`src/rtl/prog_loader.sv`:
```
// Byte-stream program loader: assembles little-endian words into
// instruction memory and holds the core in reset until a load completes.
module prog_loader #(
  parameter int          DEPTH = 256,
  parameter logic [31:0] BASE  = 32'h0
) (
  input  logic        clk,
  input  logic        reset,
  input  logic        start,
  input  logic [15:0] wordCount,
  input  logic        inValid,
  input  logic [7:0]  inByte,
  output logic        inReady,
  output logic        memWe,
  output logic [31:0] memAddr,
  output logic [31:0] memData,
  output logic        cpuReset,
  output logic        busy,
  output logic        done,
  output logic        err
);

  typedef enum logic [1:0] {
    IDLE,
    RECV,
    WRITE,
    DONE
  } state_t;

  localparam logic [16:0] LIM = 17'(DEPTH);

  state_t      r_state;
  logic [15:0] r_count;
  logic [15:0] r_wordIdx;
  logic [1:0]  r_byteIdx;
  logic [31:0] r_memAddr;
  logic [31:0] r_memData;
  logic        r_cpuReset;
  logic        r_err;

  logic w_tooBig;
  logic w_last;

  assign w_tooBig = {1'b0, wordCount} > LIM;
  assign w_last   = r_wordIdx == (r_count - 16'd1);

  always_ff @(posedge clk) begin
    if (!reset) begin
      r_state    <= IDLE;
      r_count    <= '0;
      r_wordIdx  <= '0;
      r_byteIdx  <= '0;
      r_memAddr  <= '0;
      r_memData  <= '0;
      r_cpuReset <= 1'b1;
      r_err      <= 1'b0;
    end else begin
      r_err <= 1'b0;
      unique case (r_state)
        IDLE: begin
          if (start) begin
            if (wordCount == 16'd0) begin
              r_cpuReset <= 1'b0;
              r_state    <= DONE;
            end else if (w_tooBig) begin
              r_err <= 1'b1;
            end else begin
              r_count    <= wordCount;
              r_wordIdx  <= '0;
              r_byteIdx  <= '0;
              r_cpuReset <= 1'b1;
              r_state    <= RECV;
            end
          end
        end
        RECV: begin
          if (inValid) begin
            r_memData[{r_byteIdx, 3'b000} +: 8] <= inByte;
            r_byteIdx <= r_byteIdx + 2'd1;
            if (r_byteIdx == 2'd3) begin
              // address is latched on entry so it is stable for the write
              r_memAddr <= BASE + {14'd0, r_wordIdx, 2'b00};
              r_state   <= WRITE;
            end
          end
        end
        WRITE: begin
          if (w_last) begin
            r_cpuReset <= 1'b0;
            r_state    <= DONE;
          end else begin
            r_wordIdx <= r_wordIdx + 16'd1;
            r_state   <= RECV;
          end
        end
        DONE: begin
          r_state <= IDLE;
        end
        default: r_state <= IDLE;
      endcase
    end
  end

  assign inReady  = r_state == RECV;
  assign memWe    = r_state == WRITE;
  assign busy     = (r_state == RECV) || (r_state == WRITE);
  assign done     = r_state == DONE;
  assign err      = r_err;
  assign memAddr  = r_memAddr;
  assign memData  = r_memData;
  assign cpuReset = r_cpuReset;

endmodule

```
`config.mk`:
```
export PLATFORM = sky130hd
export DESIGN_NAME = prog_loader
export DESIGN_NICKNAME = d
export VERILOG_FILES = /design/src/rtl/prog_loader.sv
export SDC_FILE = /design/constraint.sdc
export NUM_CORES = 1
export LEC_CHECK = 0
export ABC_AREA = 1
export BUFFER_PORTS_ARGS = -buffer_cell sky130_fd_sc_hd__buf_2
export CAP_MARGIN = 10
export CORE_MARGIN = 4
export CORE_UTILIZATION = 45
export DETAILED_ROUTE_END_ITERATION = 6
export PLACE_DENSITY = 0.77
export SYNTH_ARGS = -nofsm -noshare
export SYNTH_HDL_FRONTEND = slang
export SYNTH_SLANG_ARGS = --single-unit
```
`constraint.sdc`:
```
create_clock -name clk -period 4.6 [get_ports clk]
set_input_delay 0.23 -clock clk [delete_from_list [all_inputs] [get_ports clk]]
set_output_delay 0.23 -clock clk [all_outputs]
set_load 0.005 [all_outputs]
```
# Word level (Yosys, flattened, before mapping)
# Index checks and enable logic that the tools add are counted.
# W data, S select, Z words.
[op_classes] n_mux=24 shifts=2 order_cmp=1 addsub=4 eq_ne=13 bitwise_logic=5 n_reduce_logical=13
[op_table] op="$mux W16" count=4
[op_table] op="$bwmux W32" count=1
[op_table] op="$pmux W16 S2" count=1
[op_table] op="$shift A8 B7 Y32 const A" count=1
[op_table] op="$shiftx A8 B7 Y32" count=1
[op_table] op="$mux W2" count=10
[op_table] op="$add A16 B1 Y16 const B" count=1
[op_table] op="$eq A16 B16 Y1" count=1
[op_table] op="$gt A16 B9 Y1 const B" count=1
[op_table] op="$logic_not A16 Y1" count=1
[op_table] op="$sub A16 B1 Y16 const B" count=1
[op_table] op="$reduce_and A4 Y1" count=3
[op_table] op="$ne A2 B2 Y1 const B" count=5
[op_table] op="$reduce_and A5 Y1" count=2
[op_table] op="$pmux W2 S4" count=1
[op_table] op="$neg A5 Y7" count=1
[op_table] op="$eq A2 B2 Y1 const B" count=3
[op_table] op="$mux W1" count=5
[op_table] op="$not A1 Y1" count=5
[op_table] op="$ne A2 B1 Y1 const B" count=2
[op_table] op="$pmux W2 S2" count=1
[op_table] op="$reduce_bool A2 Y1" count=2
[op_table] op="$reduce_or A4 Y1" count=1
[op_table] op="$ne A3 B3 Y1 const B" count=1
[op_table] op="7 further kinds" count=7
[word_totals] reg_bits=86 out_inout_bits=70 wordCells=70 inputBits=28

# Depth between registers and ports, before layout
# Gate-level depths: netlist (run 1).
[logic_depth] depth_word=5 depth_mapped=16 mapped_depth_nobuf=15

# Worst setup path after synthesis (run 1)
# OpenSTA, ideal clock, no wires.
[synth_timing] path_type="register to register" from="register r_byteIdx[0]" to="register r_memData[24], in the netlist memData[24]" arrival_ps=2150 path_stages_with_launch=9 setup_time_ps=71 path_buffers=2 synth_period_minus_slack_ps=2221 slack_ps=2379 required_time_ps=4529 cell_sequence="dfxtp_1 -> clkbuf_1 -> clkinv_1 -> clkbuf_1 -> ha_1 -> nor2_1 -> inv_1 -> or3_1 -> a21oi_1"
[synth_between] elab_chain_len=3 elab_cells_between_ends=4 cone_classes="add/sub: 1; shift: 2; mux: 1"
[synth_lines] element="start, declared" line_no="35" text="logic [1:0] r_byteIdx;"
[synth_lines] element="start signal, assigned" line_no="79" text="r_byteIdx <= r_byteIdx + 2'd1;"
[synth_lines] element="$neg A5 Y7 (*)" line_no="78" text="r_memData[{r_byteIdx, 3'b000} +: 8] <= inByte;"
[synth_lines] element="$shiftx A8 B7 Y32 / $shift A8 B7 Y32 (equally long branches)" line_no="78"
[synth_lines] element="$bwmux W32 (*)" line_no="78"
[synth_lines] element="end signal, assigned by index" line_no="78"
[synth_lines] element="end, declared" line_no="37" text="logic [31:0] r_memData;"
# Every way passes the cells marked *; elsewhere a longest branch is shown, timed or not.
# A chain may end at the register's enable or synchronous reset.

# Worst setup path after layout (run 1)
[layout_timing] from="register r_state[0]" to="register r_wordIdx[1]"
[layout_between] elab_chain_len=3 elab_cells_between_ends=9 cone_classes="eq/ne: 5; mux: 1; reduce/logical: 3"
[layout_lines] element="start, declared" line_no="32" text="state_t r_state;"
[layout_lines] element="start signal, assigned" line_no="49" text="r_state <= IDLE;"
[layout_lines] element="start signal, assigned" line_no="64" text="r_state <= DONE;"
[layout_lines] element="start signal, assigned" line_no="72" text="r_state <= RECV;"
[layout_lines] element="$eq A2 B2 Y1 / $logic_not A2 Y1 (equally long branches)" line_no="59" text="unique case (r_state)"
[layout_lines] element="$ne A2 B2 Y1 (no line) / $reduce_bool A2 Y1 (equally long branches)"
[layout_lines] element="$reduce_and A5 Y1 (no line)"
[layout_lines] element="end signal, assigned" line_no="92" text="r_wordIdx <= r_wordIdx + 16'd1;"
[layout_lines] element="end, declared" line_no="34" text="logic [15:0] r_wordIdx;"
# Parallel ways exist; a longest one is shown, timed or not.

==> metrics.yaml, run 1 <==
worst_setup_path:
  r2r_end: "r_wordIdx[1]$_SDFFE_PN0P_"
  cp.arrival_ns: 2.93
  rrSetupSlack_ns: 1.90
  cp_num_buf_inv: 2
  crit_path_end: "r_wordIdx[1]$_SDFFE_PN0P_"
  worstReg2RegStart: "r_state[0]$_SDFFE_PN0P_"
  crit_type: "reg2reg"
  critPathLaunch: "r_state[0]$_SDFFE_PN0P_"
  critPathMaxStageDelay_ns: 0.54
  critical-path-top-delay-family: "simple AND/OR/NAND/NOR gates"
  critPathMaxFanout: 20
  crit_chain: "inv_1, ha_1, inv_2, a21oi_1, nand3_1, a21oi_1, nand3_1, nor2_1, nand4_2, nand2_4, nand2_1, nand2_1, nor2_1"
  crit_cells: 13
  start_kind: "flip-flop"
  endpoint_kind: "flip-flop"
  worstPathRequired_ns: 4.83
  crit_slowest_cell: "nand4_2"
  reg2reg_depth: 13
route:
  drtIter0Drc: 254
  drc: 0
  wl_per_cell_um: 13.1
  vias: 4398
  drtAntennaViolNets: 0
  routed_wl_um: 11400
  vias_per_cell: 5.07
  dr.pass1.iters: 7
sta:
  min_period_over_period_pct: 58.6
  slew_headroom_pct: 40.8
  timing.final.ws_setup_ns: 1.90
  fmax_ghz: 0.371
  skew_ns: 0.0145
  final-max-slew-violation-count: 0
  hold_viol: 0
  setup_viol: 0
  tightest_slew_ns: 0.885
  layout_min_cycle_time_ns: 2.70
  setup_tns_ns: 0
  rsz0062_at_grt: "false"
synthesis:
  synth_edf_count: 0
  syn_avg_cell_area_um2: 7.09
  yosysWarnings: 0
  yosys_most_used_dff: "dfxtp_1"
  synth_area_um2: 4750
  post_synth_num_cell_types: 39
  yosysTopAreaCellShare_pct: 36.2
  synth_area_leaders: "dfxtp_1, nand2_1, a21oi_1, nor2_1, nand3_1"
  synth-async-reset-ratio_pct: 0
  ys_ff_latch: 86
  syn_inst: 670
  synthTopCellsByCount: "nand2_1, dfxtp_1, nor2_1, inv_1, a21oi_1"
  yosysTopAreaCell: "dfxtp_1"
  synth.most_common_cell: "nand2_1"
  yosysSeqAreaShare_pct: 36.2
placement:
  gp_congestion: 0.852
  hpwl_um: 8300
  portBuffers: 81
  pre_cts_ws_ns: 1.90
clock_tree:
  cts.clk_slew.worst_paths_ns: 0.10
  cts_tree: "yes"
  htree_levels: 3
  cts_buffers: 9
  cts.path.max_buffers: 2
  cts_sinks: 86
  clk-insertion-delay-late_ns: 0.37
  cts_root_buffer: "clkbuf_8"
  post_cts_buffers: 0
  cts_resized: 0
  cts-hold-fix-buffers: 0
worst_hold_path:
  hold_class: "in2reg"
  hold_depth: 3
global_route:
  antenna_found_initial: 0
  grt.overflow.total: 0
  grt_pass1_wl_um: 19100
  grt_max_degree: 67
  grt_pass1_vias: 4108
  grt_util_all_layers_pct: 18.3
floorplan:
  core_area_um2: 10300
  die_area_um2: 12300
  die_w_um: 111
  io_pins: 98
  row_count: 37
  die-height_um: 111
  initial_utilization_pct: 46.0
layout:
  drive_gt1_share_pct: 19.1
  fillers: 1018
  syn_to_final_growth_pct: 11.3
  diodes: 0
  fin_nets: 767
flow_run:
  drv_cap: 0
pwr:
  switching_share_pct: 33.2
  netSwitchingPower_w: 0.000524
  pwr-share-comb_pct: 16.1
  cellLeakagePower_nw: 2.27
  power_frac_clock_pct: 34.3
  powerDensity_nw_per_um2: 298
  vdd_drop_max_mv: 0.159
  p_int_w: 0.00106
  sequentialPowerShare_pct: 49.5
run_status:
  status: "complete, no violations"
==> sequential cells by signal, summed over array words and instances (netlist names) <==
name and flops:
err 1, memData 32, r_state 2, r_wordIdx 16
cpuReset 1, r_byteIdx 2, memAddr 16, r_count 16
==> layout by cell type (no fill, tap or decap), types with 3 or more instances in the layout <==
master    count
nor3_1       11
or3_1        13
dfxtp_1      86
o21ai_0      13
a21oi_2       9
a31oi_1      16
inv_8         4
ha_1         12
nor2_1       65
buf_2        81
conb_1       16
nand4_1       7
nand3_1      48
xor2_1       15
inv_2        10
xnor2_1       6
nand3b_1      3
a21oi_1      52
inv_1        55
nand3_2      11
clkbuf_8      9
nor2_2        3
a211oi_1     16
nand2_1     150
==> metal layers <==
| metal | vias up | share of wire (%) | global-route usage, % | routed length [um] |
|---|---|---|---|---|
| met1 | 1965 | 46 | 23.8 | 5220 |
| met3 | 16 | 6.1 | 4.09 | 698 |
| li1 | 2272 | - | - | - |
| met4 | 0 | 1.3 | 5.58 | 150 |
| met5 | - | 0 | 0 | 0 |
| met2 | 145 | 47 | 30.2 | 5290 |
==> tightest hold or removal path: stages <==
cell and delay (ns):
buf_2 0.11, nand3_1 0.07, nor2_1 0.04
==> kinds of logic after synthesis <==
family	synth area share, %
buffers and inverters	11.5
adders and majority gates	3.16
other	0.0789
AOI/OAI and AO/OA	13.4
DFF	36.2
xor gates and xnor gates	3.87
and+or+nand+nor	31.7
==> area by class of cell <==
| type | count | area (um^2) | area share [%] |
|---|---|---|---|
| clock inverter | 7 | 71.3 | 1.35 |
| inverter | 67 | 251 | 4.75 |
| tap | 136 | 170 | 3.22 |
| sequential | 86 | 1720 | 32.5 |
| clock buffer | 9 | 124 | 2.34 |
| multi-input combinational | 481 | 2540 | 48.0 |
| timing repair buffer | 82 | 413 | 7.80 |
==> worst min-delay path by stage <==
| stage | slack, ns | to | start |
|---|---|---|---|
| after floorplan | 0.37 | r_byteIdx[0]$_SDFFE_PN0P_ | reset |
| after global placement | 0.44 | memData[5]$_SDFFE_PN0P_ | memData[5]$_SDFFE_PN0P_ |
| after detailed placement | 0.45 | cpuReset$_SDFFE_PN1P_ | cpuReset$_SDFFE_PN1P_ |
| after CTS | 0.11 | err$_SDFF_PP0_ | start |
| after global routing | 0.11 | err$_SDFF_PP0_ | start |
| final | 0.13 | err$_SDFF_PP0_ | start |
==> power groups by stage <==
stage / combinational, W / clock [W] / sequential [W]
floorplan: 0.000203 / 0 / 0.000794
global placement: 0.000251 / 0 / 0.000799
detailed placement: 0.000252 / 0 / 0.000799
CTS: 0.000253 / 0.000552 / 0.000782
global route: 0.000287 / 0.000583 / 0.000787
finish: 0.000255 / 0.000542 / 0.000782
==> metrics by stage <==
step           hold WS, ns  total power [W]  std cells  area [um^2]  utilization (%)
2_1_floorplan        0.368         0.000997        685         4810                -
3_3_place_gp         0.441          0.00105        852         5100             49.4
3_5_place_dp         0.445          0.00105        852         5100             49.4
4_1_cts              0.114          0.00159        868         5290             51.3
5_1_grt              0.110          0.00166        868         5290             51.3
6_report             0.127          0.00158        868         5290             51.3
Power figures use the tool's default switching activity.
==> inputs of run 2 (changes only) <==
--- a/config.mk
+++ b/config.mk
@@ -5,13 +5,13 @@
 export SDC_FILE = /design/constraint.sdc
 export NUM_CORES = 1
 export LEC_CHECK = 0
-export ABC_AREA = 1
+export ABC_AREA = 0
 export BUFFER_PORTS_ARGS = -buffer_cell sky130_fd_sc_hd__buf_2
 export CAP_MARGIN = 10
 export CORE_MARGIN = 4
 export CORE_UTILIZATION = 45
 export DETAILED_ROUTE_END_ITERATION = 6
-export PLACE_DENSITY = 0.77
+export PLACE_DENSITY = 0.8
 export SYNTH_ARGS = -nofsm -noshare
 export SYNTH_HDL_FRONTEND = slang
 export SYNTH_SLANG_ARGS = --single-unit
==> constraint.sdc (replaced) <==
create_clock -name clk -period 2.4 [get_ports clk]
set_input_delay 0.12 -clock clk [delete_from_list [all_inputs] [get_ports clk]]
set_output_delay 0.12 -clock clk [all_outputs]
set_load 0.005 [all_outputs]
==> run 2 against run 1 <==
Effect of this change:
- the run now ends with setup timing left
- critical path depth did not move
- total power rose by 110%
- worst setup slack got worse by 2.0 ns
- combinational power rose to 2.8 times the previous value
- global-route usage rose by 2.2 points
- largest cell class unchanged
- largest power group unchanged
- highest routed layer unchanged
==> metrics.yaml, run 2 <==
route:
  vias: 4083  # -7.2%
  met2WireLength_um: 5940  # +12%
  vias_per_cell: 5.44  # +7.4%
  met3_length_um: 677  # -3.0%
  wl_per_cell_um: 15.8  # +21%
  drtIter0Drc: 217  # -15%
  drtAntennaViolNets: 0  # unchanged
  dr.max_layer_used: "met4"
  routed_wl_um: 11800  # +4.1%
  drc: 0  # unchanged
  dr.pass1.iters: 5  # -2
  drt-met1-wl_um: 4940  # -5.4%
floorplan:
  die_w_um: 106  # -4.1%
  die_area_um2: 11300  # -8.0%
  die-height_um: 106  # -4.1%
  core_area_um2: 9330  # -9.6%
  io_pins: 98  # unchanged
  initial_utilization_pct: 46.6  # +0.54 points
  row_count: 35  # -5.4%
sta:
  fmax_ghz: 0.397  # +7.1%
  skew_ns: 0.00830  # -0.00619 ns
  tightest_slew_ns: 0.627  # -0.258 ns
  setup_viol: 16  # +16
  slew_headroom_pct: 57.6  # +17 points
  timing.final.ws_setup_ns: -0.118  # -2.02 ns
  rsz0062_at_grt: "true"
  final-max-slew-violation-count: 0  # unchanged
  layout_min_cycle_time_ns: 2.52  # -0.179 ns
  fin_hold_ws_ns: 0.0439  # -0.0834 ns
  hold_viol: 0  # unchanged
  min_period_over_period_pct: 105  # +46 points
clock_tree:
  cts_buffers: 9  # unchanged
  cts_root_buffer: "clkbuf_8"
  clk-insertion-delay-late_ns: 0.36  # about the same
  cts_sinks: 86  # unchanged
  cts.path.max_buffers: 2  # unchanged
  cts-hold-fix-buffers: 0  # unchanged
  htree_levels: 3  # unchanged
  cts_tree: "yes"
  cts.clk_slew.worst_paths_ns: 0.09  # about the same
worst_setup_path:
  crit_type: "reg2reg"
  worstPathRequired_ns: 2.71  # -2.12 ns
  critPathMaxFanout: 6  # -70%
  cp.arrival_ns: 2.82  # -0.11 ns
  endpoint_kind: "flip-flop"
  start_kind: "flip-flop"
global_route:
  grt.overflow.total: 0  # unchanged
  antenna_found_initial: 0  # unchanged
  grt_pass1_vias: 3948  # -3.9%
  grt_pass1_wl_um: 18900  # -0.87%
  grt_util_all_layers_pct: 20.4  # +2.2 points
  grt_max_degree: 43  # -36%
layout:
  final_cells: 750  # -14%
  fin_nets: 656  # -14%
  syn_to_final_growth_pct: 27.6
  fillers: 789  # -22%
  largest_register_ff_count: 32  # unchanged
  drive_gt1_share_pct: 30.4  # +11 points
  diodes: 0  # unchanged
  multi_input_area_um2: 2540  # about the same
  register_area_um2: 1730  # +0.36%
  mostFrequentLayoutCells: "dfxtp_1, buf_2, nand2_1"
pwr:
  cellLeakagePower_nw: 2.37  # +4.3%
  sequentialPowerShare_pct: 45.4  # -4.1 points
  powerDensity_nw_per_um2: 598  # +100%
  pwr-share-comb_pct: 21.9  # +5.8 points
  switching_share_pct: 30.5  # -2.7 points
  power_w: 0.00331  # +110%
  power_frac_clock_pct: 32.7  # -1.6 points
  netSwitchingPower_w: 0.00101  # +93%
  p_int_w: 0.00230  # +120%
  vdd_drop_max_mv: 0.411  # +160%
synthesis:
  post_synth_num_cell_types: 54  # +38%
  syn_avg_cell_area_um2: 8.81  # +24%
  yosysSeqAreaShare_pct: 39.6  # +3.4 points
  synth-async-reset-ratio_pct: 0  # unchanged
  yosysTopAreaCellShare_pct: 39.6  # +3.4 points
  yosysTopAreaCell: "dfxtp_1"
  syn_inst: 493  # -26%
  synth_edf_count: 0  # unchanged
  yosysWarnings: 0  # unchanged
  synthTopCellsByCount: "dfxtp_1, nand2_1, nor2b_1, a22oi_1, a21boi_0"
  ys_ff_latch: 86  # unchanged
  synth.most_common_cell: "dfxtp_1"
  yosys_most_used_dff: "dfxtp_1"
  synth_area_leaders: "dfxtp_1, nor2b_1, a22oi_1, nand2_1, a21boi_0"
  synth_area_um2: 4350  # -8.6%
placement:
  gp_congestion: 0.907  # +6.4%
  portBuffers: 81  # unchanged
  hpwl_um: 8500  # +2.4%
  place_inst: 725  # -15%
run_status:
  status: "complete, but fails checks"
  failed_checks: "setup timing"
worst_hold_path:
  hold_class: "in2reg"
flow_run:
  drv_cap: 0  # unchanged
==> run 2: cell types whose count changed after synthesis, moves of 16 or more <==
cell      before  now
inv_1         55   18
nor2_1        65    7
and3_1         0   16
a211oi_1      16    0
a21boi_0       0   20
nand2_1      150   57
a22oi_1        0   33
a21oi_1       52   15
nor2b_1        0   42
nand3_1       48   12
==> run 2: worst paths after layout <==
kind | start | to | slack (ns) | cells past startpoint
setup / recovery | r_count[4]$_SDFFE_PN0P_ | r_wordIdx[14]$_SDFFE_PN0P_ | -0.12 | 13
hold / removal | start | err$_SDFF_PP0_ | 0.04 | 3
setup reg to reg | r_count[4]$_SDFFE_PN0P_ | r_wordIdx[14]$_SDFFE_PN0P_ | -0.12 | 13
hold reg to reg | memAddr[6]$_SDFFE_PN0P_ | memAddr[6]$_SDFFE_PN0P_ | 0.46 | 2
==> run 2: metal layers <==
layer	vias up	GRT usage, %
li1	1970	-
met1	1928	24.9
met2	157	35.2
met3	28	4.43
met4	0	7.86
met5	-	0
==> run 2: cell families (layout without fill, tap and decap cells) <==
kind of cell | Yosys count | in the layout | share of synthesized area, %
adder cells (fa/ha/maj) | 12 | 12 | 3.46
flip-flops | 86 | 86 | 39.6
XOR/XNOR | 19 | 19 | 3.83
AND/OR/NAND/NOR | 200 | 200 | 26.3
buffers and inverters | 57 | 170 | 6.65
other | 1 | 16 | 0.0863
multiplexers | 12 | 12 | 2.76
AO/OA/AOI/OAI | 106 | 106 | 17.2
==> run 2: area by class of cell <==
cell class	instances	area share [%]
Timing Repair Buffer	136	15.2
Tap cell	129	2.91
Clock inverter	7	1.47
Multi-Input combinational cell	365	45.8
Sequential cell	86	31.2
Inverter	18	1.22
Clock buffer	9	2.23
==> run 2: critical path, cell delays in order, from the launching register on <==
cell and delay (ns):
dfxtp_2 0.37, buf_6 0.13, nor4_4 0.05, buf_4 0.14, buf_4 0.13, and3_4 0.16
a211o_1 0.30, a21oi_2 0.15, buf_4 0.14, nor3_4 0.04, buf_4 0.12, a21bo_4 0.23
or3_4 0.37, a21oi_2 0.12
==> run 2: power groups by stage <==
stage	Clock [W]	Sequential (W)	Combinational, W
CTS	0.00110	0.00151	0.000716
floorplan	0	0.00154	0.000410
detailed placement	0	0.00154	0.000698
finish	0.00108	0.00151	0.000725
global route	0.00118	0.00151	0.000809
global placement	0	0.00154	0.000666
==> run 2: repair_timing <==
| item | CTS | global route |
|---|---|---|
| gates resized for setup | 5 | 28 |
| setup endpoints to repair | 18 | 18 |
| pin swaps | 8 | 9 |
| buffers inserted | 1 | 10 |
==> run 2: per-stage QoR <==
| stage | setup slack (ns) | instance area, um^2 | util (%) | setup TNS [ns] |
|---|---|---|---|---|
| 6_report | -0.118 | 5540 | 59.4 | -1.37 |
| 5_1_grt | -0.264 | 5540 | 59.4 | -3.31 |
| 4_1_cts | -0.125 | 5350 | 57.3 | -1.04 |
| 3_5_place_dp | -0.233 | 5130 | 55.0 | -2.83 |
| 3_3_place_gp | -0.174 | 5130 | 55.0 | -2.06 |
| 2_1_floorplan | -0.123 | 4430 | - | -1.50 |
==> inputs of run 3 (changes only) <==
--- a/config.mk
+++ b/config.mk
@@ -11,7 +11,7 @@
 export CORE_MARGIN = 4
 export CORE_UTILIZATION = 45
 export DETAILED_ROUTE_END_ITERATION = 6
-export PLACE_DENSITY = 0.8
+export PLACE_DENSITY = 0.77
 export SYNTH_ARGS = -nofsm -noshare
 export SYNTH_HDL_FRONTEND = slang
 export SYNTH_SLANG_ARGS = --single-unit
==> constraint.sdc (replaced) <==
create_clock -name clk -period 2.37 [get_ports clk]
set_input_delay 0.1185 -clock clk [delete_from_list [all_inputs] [get_ports clk]]
set_output_delay 0.1185 -clock clk [all_outputs]
set_load 0.005 [all_outputs]
==> run 3 against run 2 <==
Effect of this change:
- the run still ends with setup timing left
- design area is 0.11% lower
- combinational power is 3.9% higher
- sequential power hardly changed
- register-to-register slack worse by 0.24 ns
- worst setup slack worse by 0.24 ns
- flip-flop and latch count stayed put
- clock power is 6% lower
- total power is 0.35% lower
- sequential share of layout area hardly changed
- clock skew is 0.0071 ns higher
- wire length is 0.31% lower
- critical path type unchanged
- critical endpoint is now r_wordIdx[8]$_SDFFE_PN0P_
- largest cell class unchanged
- highest routed layer unchanged
==> metrics.yaml, run 3 (synthesis gave the netlist of run 2 again) <==
global_route:
  grt_pass1_vias: 4048  # +2.5%
  antenna_found_initial: 0  # unchanged
  grt_util_all_layers_pct: 21.0  # +0.56 points
  grt_max_degree: 52  # +21%
  grt_pass1_wl_um: 19500  # +3.3%
  grt.overflow.total: 0  # unchanged
floorplan:
  core_area_um2: 9330  # unchanged
  row_count: 35  # unchanged
  die-height_um: 106  # unchanged
  initial_utilization_pct: 46.6  # unchanged
  die_area_um2: 11300  # unchanged
  die_w_um: 106  # unchanged
  io_pins: 98  # unchanged
layout:
  final_common_cell: "dfxtp_1"
  mostFrequentLayoutCells: "dfxtp_1, buf_2, nand2_1, buf_4, nor2b_1"
  fillers: 805  # +2.0%
  diodes: 0  # unchanged
  fin_nets: 662  # +0.91%
  largest_register_ff_count: 32  # unchanged
  syn_to_final_growth_pct: 27.4
  drive_gt1_share_pct: 29.5  # -0.93 points
pwr:
  pwr-share-comb_pct: 22.8  # +0.9 points
  switching_share_pct: 31.8  # +1.2 points
  netSwitchingPower_w: 0.00105  # +3.7%
  sequentialPowerShare_pct: 46.2  # +0.8 points
  power_w: 0.00330  # -0.35%
  powerDensity_nw_per_um2: 596  # -0.24%
  p_int_w: 0.00225  # -2.1%
  cellLeakagePower_nw: 2.39  # +0.67%
  vdd_drop_max_mv: 0.399  # -2.7%
  power_frac_clock_pct: 31.0  # -1.7 points
flow_run:
  drv_cap: 0  # unchanged
sta:
  setup_viol: 18  # +2
  slew_headroom_pct: 61.7  # +4.1 points
  layout_min_cycle_time_ns: 2.73  # +0.207 ns
  fmax_ghz: 0.367  # -7.6%
  tightest_slew_ns: 0.574  # -0.0534 ns
  min_period_over_period_pct: 115  # +10 points
  hold_viol: 0  # unchanged
  timing.final.ws_setup_ns: -0.355  # -0.237 ns
  setup_tns_ns: -5.48  # -4.10 ns
  final-max-slew-violation-count: 0  # unchanged
  rsz0062_at_grt: "true"
  skew_ns: 0.0154  # +0.00713 ns
clock_tree:
  clk-insertion-delay-late_ns: 0.37  # about the same
  cts-hold-fix-buffers: 0  # unchanged
  cts_buffers: 9  # unchanged
  cts_root_buffer: "clkbuf_8"
  cts_tree: "yes"
  cts.path.max_buffers: 2  # unchanged
  cts.clk_slew.worst_paths_ns: 0.10  # about the same
  htree_levels: 3  # unchanged
  cts_sinks: 86  # unchanged
route:
  vias_per_cell: 5.36  # -1.5%
  drtIter0Drc: 209  # -3.7%
  vias: 4053  # -0.73%
  drtAntennaViolNets: 0  # unchanged
  drc: 0  # unchanged
  dr.pass1.iters: 5  # unchanged
  wl_per_cell_um: 15.6  # -1.1%
  routed_wl_um: 11800  # -0.31%
worst_setup_path:
  crit_type: "reg2reg"
  worstPathRequired_ns: 2.68  # -0.03 ns
  cp.arrival_ns: 3.03  # +0.21 ns
  endpoint_kind: "flip-flop"
  critPathMaxFanout: 7  # +1
  start_kind: "flip-flop"
run_status:
  status: "complete, but fails checks"
  failed_checks: "setup timing"
worst_hold_path:
  hold_class: "in2reg"
placement:
  pre_cts_ws_ns: -0.299  # -0.0657 ns
  hpwl_um: 8470  # -0.31%
  portBuffers: 81  # unchanged
  gp_congestion: 0.896  # -1.2%
[run 3: layer usage]
| metal | part of all wire, % | global-route usage, % |
|---|---|---|
| met2 | 50 | 36.2 |
| met3 | 6.0 | 3.52 |
| met1 | 42 | 26.3 |
| met4 | 1.6 | 7.68 |
| met5 | 0 | 0 |
[run 3: area by class of cell]
type / instances / area [um^2] / area share (%)
Clock buffer: 9 / 124 / 2.24
Clock inverter: 7 / 70.1 / 1.27
Inverter: 18 / 67.6 / 1.22
Multi-Input combinational cell: 365 / 2490 / 45.0
Sequential cell: 86 / 1720 / 31.1
Tap cell: 129 / 161 / 2.91
Timing Repair Buffer: 142 / 900 / 16.2
[run 3: timing repair]
action,CTS,global route
gates resized for setup,17,7
buffers inserted,4,4
endpoints found under the setup margin,18,18
pin swaps,15,9
[run 3: per-stage QoR]
stage,instance area (um^2),util [%],std cells,hold slack [ns]
2_1_floorplan,4430,-,508,0.287
3_3_place_gp,5170,55.5,732,0.393
3_5_place_dp,5170,55.5,732,0.403
4_1_cts,5470,58.6,752,0.0202
5_1_grt,5540,59.4,756,0.0317
6_report,5540,59.4,756,0.0309
[run 3: path summary, 6_finish.rpt]
check | startpoint | endpoint | slack (ns) | cells after the start
setup / recovery | r_count[1]$_SDFFE_PN0P_ | r_wordIdx[8]$_SDFFE_PN0P_ | -0.36 | 10
hold / removal | wordCount[6] | r_count[6]$_SDFFE_PN0P_ | 0.03 | 3
setup reg to reg | r_count[1]$_SDFFE_PN0P_ | r_wordIdx[8]$_SDFFE_PN0P_ | -0.36 | 10
hold reg to reg | memAddr[16]$_SDFFE_PN0P_ | memAddr[16]$_SDFFE_PN0P_ | 0.47 | 2
[run 3: power by group through the flow]
stage | logic [W] | registers, W | clock network, W
final | 0.000753 | 0.00153 | 0.00102
after global routing | 0.000838 | 0.00153 | 0.00110
after CTS | 0.000748 | 0.00153 | 0.00104
after detailed placement | 0.000688 | 0.00156 | 0
after global placement | 0.000672 | 0.00156 | 0
after floorplan | 0.000416 | 0.00156 | 0
[run 3: worst max-delay path, stage by stage, from the launching register on]
cell and delay, ns:
dfxtp_2 0.34, inv_2 0.04, ha_4 0.22, xnor2_1 0.12, or4_4 0.49, or4b_4 0.59
nor3_4 0.26, a21boi_4 0.14, buf_6 0.16, a211o_1 0.25, nand2_1 0.06
